===== src/rtl/score_bcd.sv =====
// Display-side score converter: turns the registered binary score into packed BCD
// with a sequential double-dabble engine, updating digits and blanking mask atomically.
module score_bcd #(
    parameter int WIDTH  = 16,
    parameter int DIGITS = 5
) (
    input  logic                  Clk,
    input  logic                  Reset_n,
    input  logic [WIDTH-1:0]      score,
    output logic [4*DIGITS-1:0]   bcd,
    output logic [DIGITS-1:0]     blank,
    output logic                  busy,
    output logic                  done
);

    localparam int BW  = 4 * DIGITS;
    localparam int SRW = WIDTH + BW;
    localparam int CW  = (WIDTH > 1) ? $clog2(WIDTH) : 1;
    localparam logic [CW-1:0]     LAST_BIT  = CW'(WIDTH - 1);
    localparam logic [DIGITS-1:0] BLANK_RST = {DIGITS{1'b1}} << 1;

    typedef enum logic [1:0] {IDLE, SHIFT, LOAD} state_t;

    state_t            state;
    logic [WIDTH-1:0]  last_score;
    logic [SRW-1:0]    shift_reg;
    logic [SRW-1:0]    adjusted;
    logic [CW-1:0]     bit_cnt;
    logic [DIGITS-1:0] blank_next;
    logic              higher_zero;

    // Binary part sits in the low WIDTH bits, BCD digits above it; every nibble >= 5 gets +3
    always_comb begin
        adjusted = shift_reg;
        for (int i = 0; i < DIGITS; i++) begin
            if (shift_reg[WIDTH+4*i +: 4] >= 4'd5)
                adjusted[WIDTH+4*i +: 4] = shift_reg[WIDTH+4*i +: 4] + 4'd3;
        end
    end

    // A digit blanks only if it and every digit above it are zero; the ones digit always shows
    always_comb begin
        blank_next  = '0;
        higher_zero = 1'b1;
        for (int i = DIGITS - 1; i >= 1; i--) begin
            higher_zero   = higher_zero & (shift_reg[WIDTH+4*i +: 4] == 4'd0);
            blank_next[i] = higher_zero;
        end
    end

    always_ff @(posedge Clk or negedge Reset_n) begin
        if (!Reset_n) begin
            state      <= IDLE;
            last_score <= '0;
            shift_reg  <= '0;
            bit_cnt    <= '0;
            bcd        <= '0;
            blank      <= BLANK_RST;
            busy       <= 1'b0;
            done       <= 1'b0;
        end else begin
            done <= 1'b0;
            case (state)
                IDLE: begin
                    if (score != last_score) begin
                        shift_reg  <= {{BW{1'b0}}, score};
                        last_score <= score;
                        bit_cnt    <= '0;
                        busy       <= 1'b1;
                        state      <= SHIFT;
                    end
                end
                SHIFT: begin
                    shift_reg <= {adjusted[SRW-2:0], 1'b0};
                    bit_cnt   <= bit_cnt + 1'b1;
                    if (bit_cnt == LAST_BIT)
                        state <= LOAD;
                end
                LOAD: begin
                    bcd   <= shift_reg[SRW-1:WIDTH];
                    blank <= blank_next;
                    done  <= 1'b1;
                    busy  <= 1'b0;
                    state <= IDLE;
                end
                default: begin
                    busy  <= 1'b0;
                    state <= IDLE;
                end
            endcase
        end
    end

endmodule


===== config.mk =====
export PLATFORM = sky130hd
export DESIGN_NAME = score_bcd
export DESIGN_NICKNAME = d
export VERILOG_FILES = /design/src/rtl/score_bcd.sv
export SDC_FILE = /design/constraint.sdc
export NUM_CORES = 1
export LEC_CHECK = 0
export CORE_ASPECT_RATIO = 2
export CORE_MARGIN = 2
export CORE_UTILIZATION = 50
export CTS_CLUSTER_DIAMETER = 40
export CTS_CLUSTER_SIZE = 8
export DETAILED_ROUTE_END_ITERATION = 8
export GPL_TIMING_DRIVEN = 0
export HOLD_SLACK_MARGIN = 0.03
export PLACE_DENSITY = 0.73
export SYNTH_ARGS = -nofsm -noshare
export SYNTH_HDL_FRONTEND = slang
export SYNTH_SLANG_ARGS = --single-unit

===== constraint.sdc =====
create_clock -name Clk -period 4.25 [get_ports Clk]
set_clock_uncertainty 0.1 [all_clocks]
set_input_delay 0.6375 -clock Clk [delete_from_list [all_inputs] [get_ports Clk]]
set_output_delay 0.6375 -clock Clk [all_outputs]
set_load 0.02 [all_outputs]

# Yosys cells after proc, flatten, opt, wreduce, memory -nomap -nowiden
# Cells that the tools add are included.
# totals
regBits,84
elab_cells,54
input_bits,18
output_inout_bits,27
# classes
n_eq_ne,6
n_lt_le_gt_ge,5
n_reduce_logical,10
bitwise,4
n_mux,15
n_addsub,6
# op_table
op,count
one-hot mux 36 bit (2 select lines),1
2-to-1 mux 36 bit,1
"greater-or-equal comparator 4 x 3 -> 1 bit, second input constant",5
2-to-1 mux 4 bit,5
"adder 4 x 2 -> 4 bit, second input constant",4
zero test 4 bit,4
inequality test 16 bit,1
one-hot mux 4 bit (2 select lines),1
AND reduction 2 bit,4
"adder 4 x 1 -> 4 bit, second input constant",1
"equality test 4 bit, second input constant",1
2-to-1 mux 2 bit,2
"inequality test 2 bit, second input constant",2
one-hot mux 2 bit (2 select lines),1
"adder 3 x 2 -> 3 bit, second input constant",1
AND 1 bit,3
2-to-1 mux 3 bit,1
"equality test 2 x 1 -> 1 bit, second input constant",1
"equality test 2 bit, second input constant",1
zero test 2 bit,1
2-to-1 mux 1 bit,2
one-hot mux 1 bit (2 select lines),1
nonzero test 2 bit,1
inverter 1 bit,1

# Logic depth before layout (Yosys ltp)
# Gate-level depths: netlist (run 1).
# depth
word_depth,4
ltp_mapped,7
depth_no_buf,7

# Least setup slack after synthesis (run 1)
# OpenSTA, ideal clock, no wires.
# synth_timing
path_type,input-to-reg
start,input score[9]
end,register shift_reg[0]
t_arrival_ps,1918
t_required_ps,4024
slack_ps,2105
setup_time_ps,126
stages,7
path_buffers,2
cell_sequence,xor2_1 nor4_1 nand4_1 nor3b_1 buf_6 buf_6 a221o_1
# synth_via
elab_chain_len,3
# synth_rtl
item,line_no,text
from (decl),9,"input logic [WIDTH-1:0] score,"
inequality test 16 bit,65,if (score != last_score) begin
inequality test 2 bit (no source line),-,
AND reduction 2 bit (no source line),-,
to (signal assigned),66,"shift_reg <= {{BW{1'b0}}, score};"
to (signal assigned),74,"shift_reg <= {adjusted[SRW-2:0], 1'b0};"
to (decl),26,logic [SRW-1:0] shift_reg;
# No other way between the ends.
# A chain may end at the register's enable or synchronous reset.

# Worst setup path after layout (run 1)
# layout_timing
start,input score[8]
end,register shift_reg[12]
# The elaborated chain is that of the path after synthesis.

==> results of run 1 <==
[per-stage QoR]
| step | instances | total power, mW |
|---|---|---|
| final | 514 | 3.77 |
| after detailed placement | 498 | 2.97 |
| after global routing | 514 | 4.03 |
| after CTS | 514 | 3.80 |
| after floorplan | 358 | 2.46 |
| after global placement | 497 | 2.87 |
[where the power goes]
group          switching (mW)  total, mW  internal (mW)
Clock                   0.295      0.799          0.504
Sequential              0.276       1.44           1.16
Combinational           0.758       1.53          0.773
[Yosys cell counts (9+ instances only)]
cell type	instances
dfrtp_1	80
xor2_1	16
o2bb2ai_1	9
a22o_1	13
o21ai_0	22
clkbuf_1	9
mux2_2	42
nor3b_1	11
nand2_1	70
ha_1	14
a21oi_1	14
inv_1	12
[per-layer routing]
metal | GRT usage | part of all wire
met3 | 0.0422 | 0.039
met2 | 0.328 | 0.51
met4 | 0.0816 | 0.012
met5 | 0 | 0
met1 | 0.273 | 0.43
[logic make-up after synthesis]
kind of cell             share of synthesized area
buffers and inverters                       0.0325
other                                     0.000945
AO/OA/AOI/OAI                                0.104
XOR/XNOR                                    0.0464
AND/OR/NAND/NOR                              0.119
flip-flops                                   0.531
multiplexers                                 0.122
adder cells (fa/ha/maj)                     0.0442
[worst max-delay path, stage by stage]
cell             delay, ns
clkdlybuf4s50_1       0.50
xor2_1                0.20
nor4_1                0.39
nand4_1               0.22
o21ai_1               0.22
buf_2                 0.29
mux2_2                0.38
[path summary, 6_finish.rpt]
kind | start | slack [ns] | depth (start not counted) | end
min reg2reg | blank[2]$_DFFE_PN1P_ | 0.36 | 2 | blank[2]$_DFFE_PN1P_
min in group Clk | blank[2]$_DFFE_PN1P_ | 0.36 | 2 | blank[2]$_DFFE_PN1P_
max reg2reg | last_score[8]$_DFFE_PN0P_ | 1.99 | 6 | shift_reg[12]$_DFFE_PN0P_
min | Reset_n | 0.03 | 1 | last_score[3]$_DFFE_PN0P_
max | score[8] | 1.53 | 7 | shift_reg[12]$_DFFE_PN0P_
max in group asynchronous | Reset_n | 3.38 | 2 | blank[3]$_DFFE_PN1P_
[final cells by class]
cell class                 count  area share
sequential                    84       0.434
multi-input combinational    246       0.357
timing repair buffer          44      0.0939
clock buffer                  15      0.0573
tap                           96      0.0248
buffer                        16      0.0173
inverter                      12     0.00929
clock inverter                 1     0.00619
[cell usage in the layout (no fill, tap or decap), drive strengths merged, types with 9 or more instances in the layout]
cell	n
dfrtp	80
nand2	70
mux2	42
clkdlybuf4s50	42
clkbuf	24
o21ai	23
xor2	16
a21oi	14
ha	14
a22o	13
inv	12
nor3b	11
o2bb2ai	9
buf	9
==> summary.md, run 1 <==
| Metric | Value |
|---|---|
| Register Area | `2110 sq um` |
| Post-route cell area | `4850 sq um` |
| Final period utilization | `0.640` |
| Area leader, netlist | `dfrtp_1` |
| CTS Sinks | `84` |
| Via count | `~2800` |
| Power per Cell Area | `approximately 780 nW/um^2` |
| Post-route minimum period | `around 2.7 ns` |
| Antenna violations before repair | `0` |
| Die width | `67.0 um` |
| Final WS setup | `1.53 ns` |
| Drt wl/cell | `between 15 and 20 um` |
| # diodes | `0` |
| Count of cell types in the netlist | `31` |
| Sequential-to-total area share from yosys stat | `0.531` |
| Leak | `roughly 2.2 nW` |
| Cell count after synthesis | `358` |
| Area added between synthesis and finish | `22.3%` |
| Pre-Repair DR Iteration Count | `4` |
| Share of layout cells above drive strength 1 | `0.165` |
| CTS tree | `done` |
| Worst slack, placed | `1.19 ns` |
| Post-CTS Hold Fix Bufs | `0` |
| DR DRC count | `0` |
| Clock Latency Late Sink | `0.34 ns` |
| Run status | `completed` |
| GRT Util Overall | `0.206` |
| Synth warnings | `0` |
| Initial core utilization | `0.507` |
| Final setup violation count | `0` |
| Vias in the first global route | `2787` |
| Vias per Instance | `roughly 5.5` |
| VDD IR max | `0.000410 V` |
| Port buffer count | `43` |
| Final Core Density | `0.620` |
| Final max-slew violation count | `0` |
| Row count | `46` |
| Worst setup EP type | `flop` |
| EDFF count, synth | `0` |
| Post-DP HPWL | `between 5000 and 6000 um` |
| Iter 0 DRT Violations | `206` |
| Worst-path clk slew | `0.06 ns` |
| Startpoint Class | `input port` |
| Nets | `approximately 450` |
| Async SR Flop Fraction | `1.00` |
| CTS max path bufs | `2` |
| Total gr overflow | `0` |
| Slew Limit Headroom | `0.621` |
| I/O pins | `45` |
| Core Footprint | `slightly below 8000 sq um` |
| Post-Route WL | `between 8000 and 9000 um` |
| Setup repair bufs after CTS | `0` |
| TritonCTS Buffers | `9` |
| Die ar. | `slightly below 9000 sq um` |
| Worst EP arrival | `2.84 ns` |
| RSZ-0062 raised after global routing | `false` |
| Largest register FFs | `36` |
| Main synth FF type | `dfrtp_1` |
| Gpl congestion | `0.822` |
| Final Hold Viols | `0` |
| Crit Path Max Fanout | `10` |
| FMAX | `367 MHz` |
| Worst-margin pin slew | `about 0.57 ns` |
| Crit Path Category | `in -> reg` |
| Syn Nets | `between 300 and 400` |
| Multi-input gate area | `1730 sq um` |
| Setup TNS | `0 ns` |
| Max-cap viol count | `0` |
| Synth top area cells | `dfrtp_1 (50%), mux2_2 (12%), nand2_1 (6.6%), ha_1 (4.4%), xor2_1 (3.5%)` |
| Synthesis-stage register bit count | `84` |
| WHS | `0.0340 ns` |
| Final ANT Viol Nets | `0` |
| Htree depth | `3` |
| Mapped Avg Cell Area | `11.1 sq um` |
| Yosys top cell area share | `0.505` |
| Post-cts sizing count | `0` |
| Fillers | `656` |
| Worst min path class | `in -> async` |
| Placement Cell Area | `4540 sq um` |
| Post-Syn Area | `3970 sq um` |
| Die Ht | `~130 um` |
| Critical Path RT | `around 4.4 ns` |
| Largest net degree at the start of global routing | `between 70 and 80` |
| CTS root buffer | `clkbuf_16` |
| Global-route wire length before repair | `13400 um` |
Power figures use the tool's default switching activity.
==> inputs of run 2 (changes only) <==
- clock period: 4.25 -> 2.7 ns (I/O delays scaled with it)
==> summary.md, run 2 (same netlist as run 1, synthesis figures left out) <==
| Metric | Value |
|---|---|
| RSZ-0062 raised after global routing | `false` |
| Row count | `46 (unchanged)` |
| Commonest non-fill, non-tap cells in the layout | `dfrtp_1 (80), nand2_1 (70), mux2_2 (42), clkdlybuf4s50_1 (42), o21ai_0 (22)` |
| Setup TNS | `0 ns (unchanged)` |
| Crit Path Category | `in -> reg` |
| Pre-Repair DR Iteration Count | `4 (unchanged)` |
| Final WS setup | `0.269 ns (-1.26 ns)` |
| Initial core utilization | `0.507 (unchanged)` |
| Clock Latency Late Sink | `0.33 ns (about the same)` |
| Met1 Use GR | `0.273 (unchanged)` |
| Core Footprint | `7830 sq um (unchanged)` |
| Gpl congestion | `0.822 (unchanged)` |
| Worst slack, placed | `-0.125 ns (-1.32 ns)` |
| Run status | `completed` |
| Area added between synthesis and finish | `22.7%` |
| Met3 usage | `0.0422 (unchanged)` |
| Post-DP HPWL | `5580 um (unchanged)` |
| Worst setup EP type | `flop` |
| Htree depth | `3 (unchanged)` |
| Largest stage delay on the critical path | `0.50 ns (about the same)` |
| Nets | `446 (+0.22%)` |
| CTS tree | `done` |
| Worst-path clk slew | `0.06 ns (about the same)` |
| Die ar. | `8700 sq um (unchanged)` |
| Placement Cell Area | `4540 sq um (unchanged)` |
| I/O pins | `45 (unchanged)` |
| Drt wl/cell | `15.8 um (about the same)` |
| Final setup violation count | `0 (unchanged)` |
| GRT Max-Usage Layer | `met2` |
| Commonest non-fill, non-tap cell in the layout | `dfrtp_1` |
| Worst path slowest cell | `clkdlybuf4s50_1` |
| Final Core Density | `0.622 (+0.00208)` |
| Largest register FFs | `36 (unchanged)` |
| Final max-slew violation count | `0 (unchanged)` |
| DR DRC count | `0 (unchanged)` |
| Via count | `2823 (+0.11%)` |
| GR Util met2 | `0.328 (unchanged)` |
| Power per Cell Area | `1220 nW/um^2 (+57%)` |
| CTS Sinks | `84 (unchanged)` |
| Worst r2r src | `last_score[5]$_DFFE_PN0P_` |
| Crit Path Max Fanout | `10 (unchanged)` |
| Setup repair bufs after CTS | `0 (unchanged)` |
| GRT Util Overall | `0.206 (unchanged)` |
| Startpoint Class | `input port` |
| Die width | `67.0 um (unchanged)` |
| Largest delay contributor family on the critical path | `buffers and inverters` |
| FMAX | `411 MHz` |
| Layout Cells excl Fill | `515 (+0.19%)` |
| # diodes | `0 (unchanged)` |
| Vias per Instance | `5.48 (about the same)` |
| Share of layout cells above drive strength 1 | `0.167 (+0.00199)` |
| Slew Limit Headroom | `0.636 (+0.0153)` |
| Max-cap viol count | `0 (unchanged)` |
| Post-route minimum period | `2.43 ns` |
| CTS root buffer | `clkbuf_16` |
| Leak | `2.23 nW (+0.21%)` |
| Post-Route WL | `8140 um (about the same)` |
| Worst-path cell chain | `clkdlybuf4s50_1 > xor2_1 > nor4_2 > nand4_1 > o21ai_1 > buf_2 > mux2_2` |
| Global-route wire length before repair | `13400 um (unchanged)` |
| Critical Path RT | `2.82 ns (-1.55 ns)` |
| Final ANT Viol Nets | `0 (unchanged)` |
| Placed insts | `498 (unchanged)` |
| VDD IR max | `0.000644 V (+57%)` |
| Worst min path class | `in -> async` |
| Worst-margin pin slew | `0.546 ns (-0.0229 ns)` |
| Total gr overflow | `0 (unchanged)` |
| Worst Path Buf+Inv | `2 (unchanged)` |
| Final Hold Viols | `0 (unchanged)` |
| Antenna violations before repair | `0 (unchanged)` |
| Post-route cell area | `4870 sq um (+0.34%)` |
| Final period utilization | `0.900` |
| CTS max path bufs | `2 (unchanged)` |
| Worst EP arrival | `2.55 ns (-0.29 ns)` |
| Die Ht | `130 um (unchanged)` |
| Largest net degree at the start of global routing | `76 (unchanged)` |
| Iter 0 DRT Violations | `218 (+5.8%)` |
| Port buffer count | `43 (unchanged)` |
| TritonCTS Buffers | `9 (unchanged)` |
| Critical Path Start | `score[8]` |
| Vias in the first global route | `2787 (unchanged)` |
==> run 2: cell count changes in the layout (fill, tap and decap cells not counted) <==
cell and delta:
dlygate4sd3_1 +1, nor4_1 -1, nor4_2 +1
==> run 2: per-stage QoR <==
step,power [mW],hold WS (ns)
final,5.94,0.349
after floorplan,3.87,0.00941
after global placement,4.52,0.351
after detailed placement,4.68,0.155
after CTS,5.98,0.342
after global routing,6.35,0.378
==> run 2: final timing paths <==
check	endpoint	slack, ns	cells after the start
setup / recovery	shift_reg[12]$_DFFE_PN0P_	0.27	7
hold reg to reg	blank[2]$_DFFE_PN1P_	0.36	2
min in group Clk	blank[2]$_DFFE_PN1P_	0.36	2
hold / removal	last_score[3]$_DFFE_PN0P_	0.35	2
setup reg to reg	shift_reg[12]$_DFFE_PN0P_	0.46	6
max in group asynchronous	blank[4]$_DFFE_PN1P_	1.52	3
==> run 2: area by class of cell <==
class / count / area (sq um)
buffer: 16 / 83.8
clock buffer: 15 / 278
clock inverter: 1 / 30.0
fill: 654 / 2960
inverter: 12 / 45.0
multi-input combinational: 246 / 1740
sequential: 84 / 2110
tap: 96 / 120
timing repair buffer: 45 / 465
==> run 2: per-layer routing <==
metal | part of all wire | vias up | wire length, um
li1 | - | 1338 | -
met1 | 0.44 | 1414 | 3560
met2 | 0.51 | 64 | 4170
met3 | 0.037 | 7 | 297
met4 | 0.013 | 0 | 104
met5 | 0 | - | 0
==> run 2: where the power goes <==
group | leakage [nW] | total (mW) | internal, mW | switching (mW)
Combinational | 1.04 | 2.42 | 1.22 | 1.20
Clock | 0.150 | 1.25 | 0.793 | 0.462
Sequential | 1.04 | 2.27 | 1.83 | 0.434
==> run 2: what timing repair did <==
action                                  CTS  global route
gates resized for setup                   0             1
endpoints found under the setup margin    0             4
hold buffers                              1             0
endpoints found under the hold margin     9             0
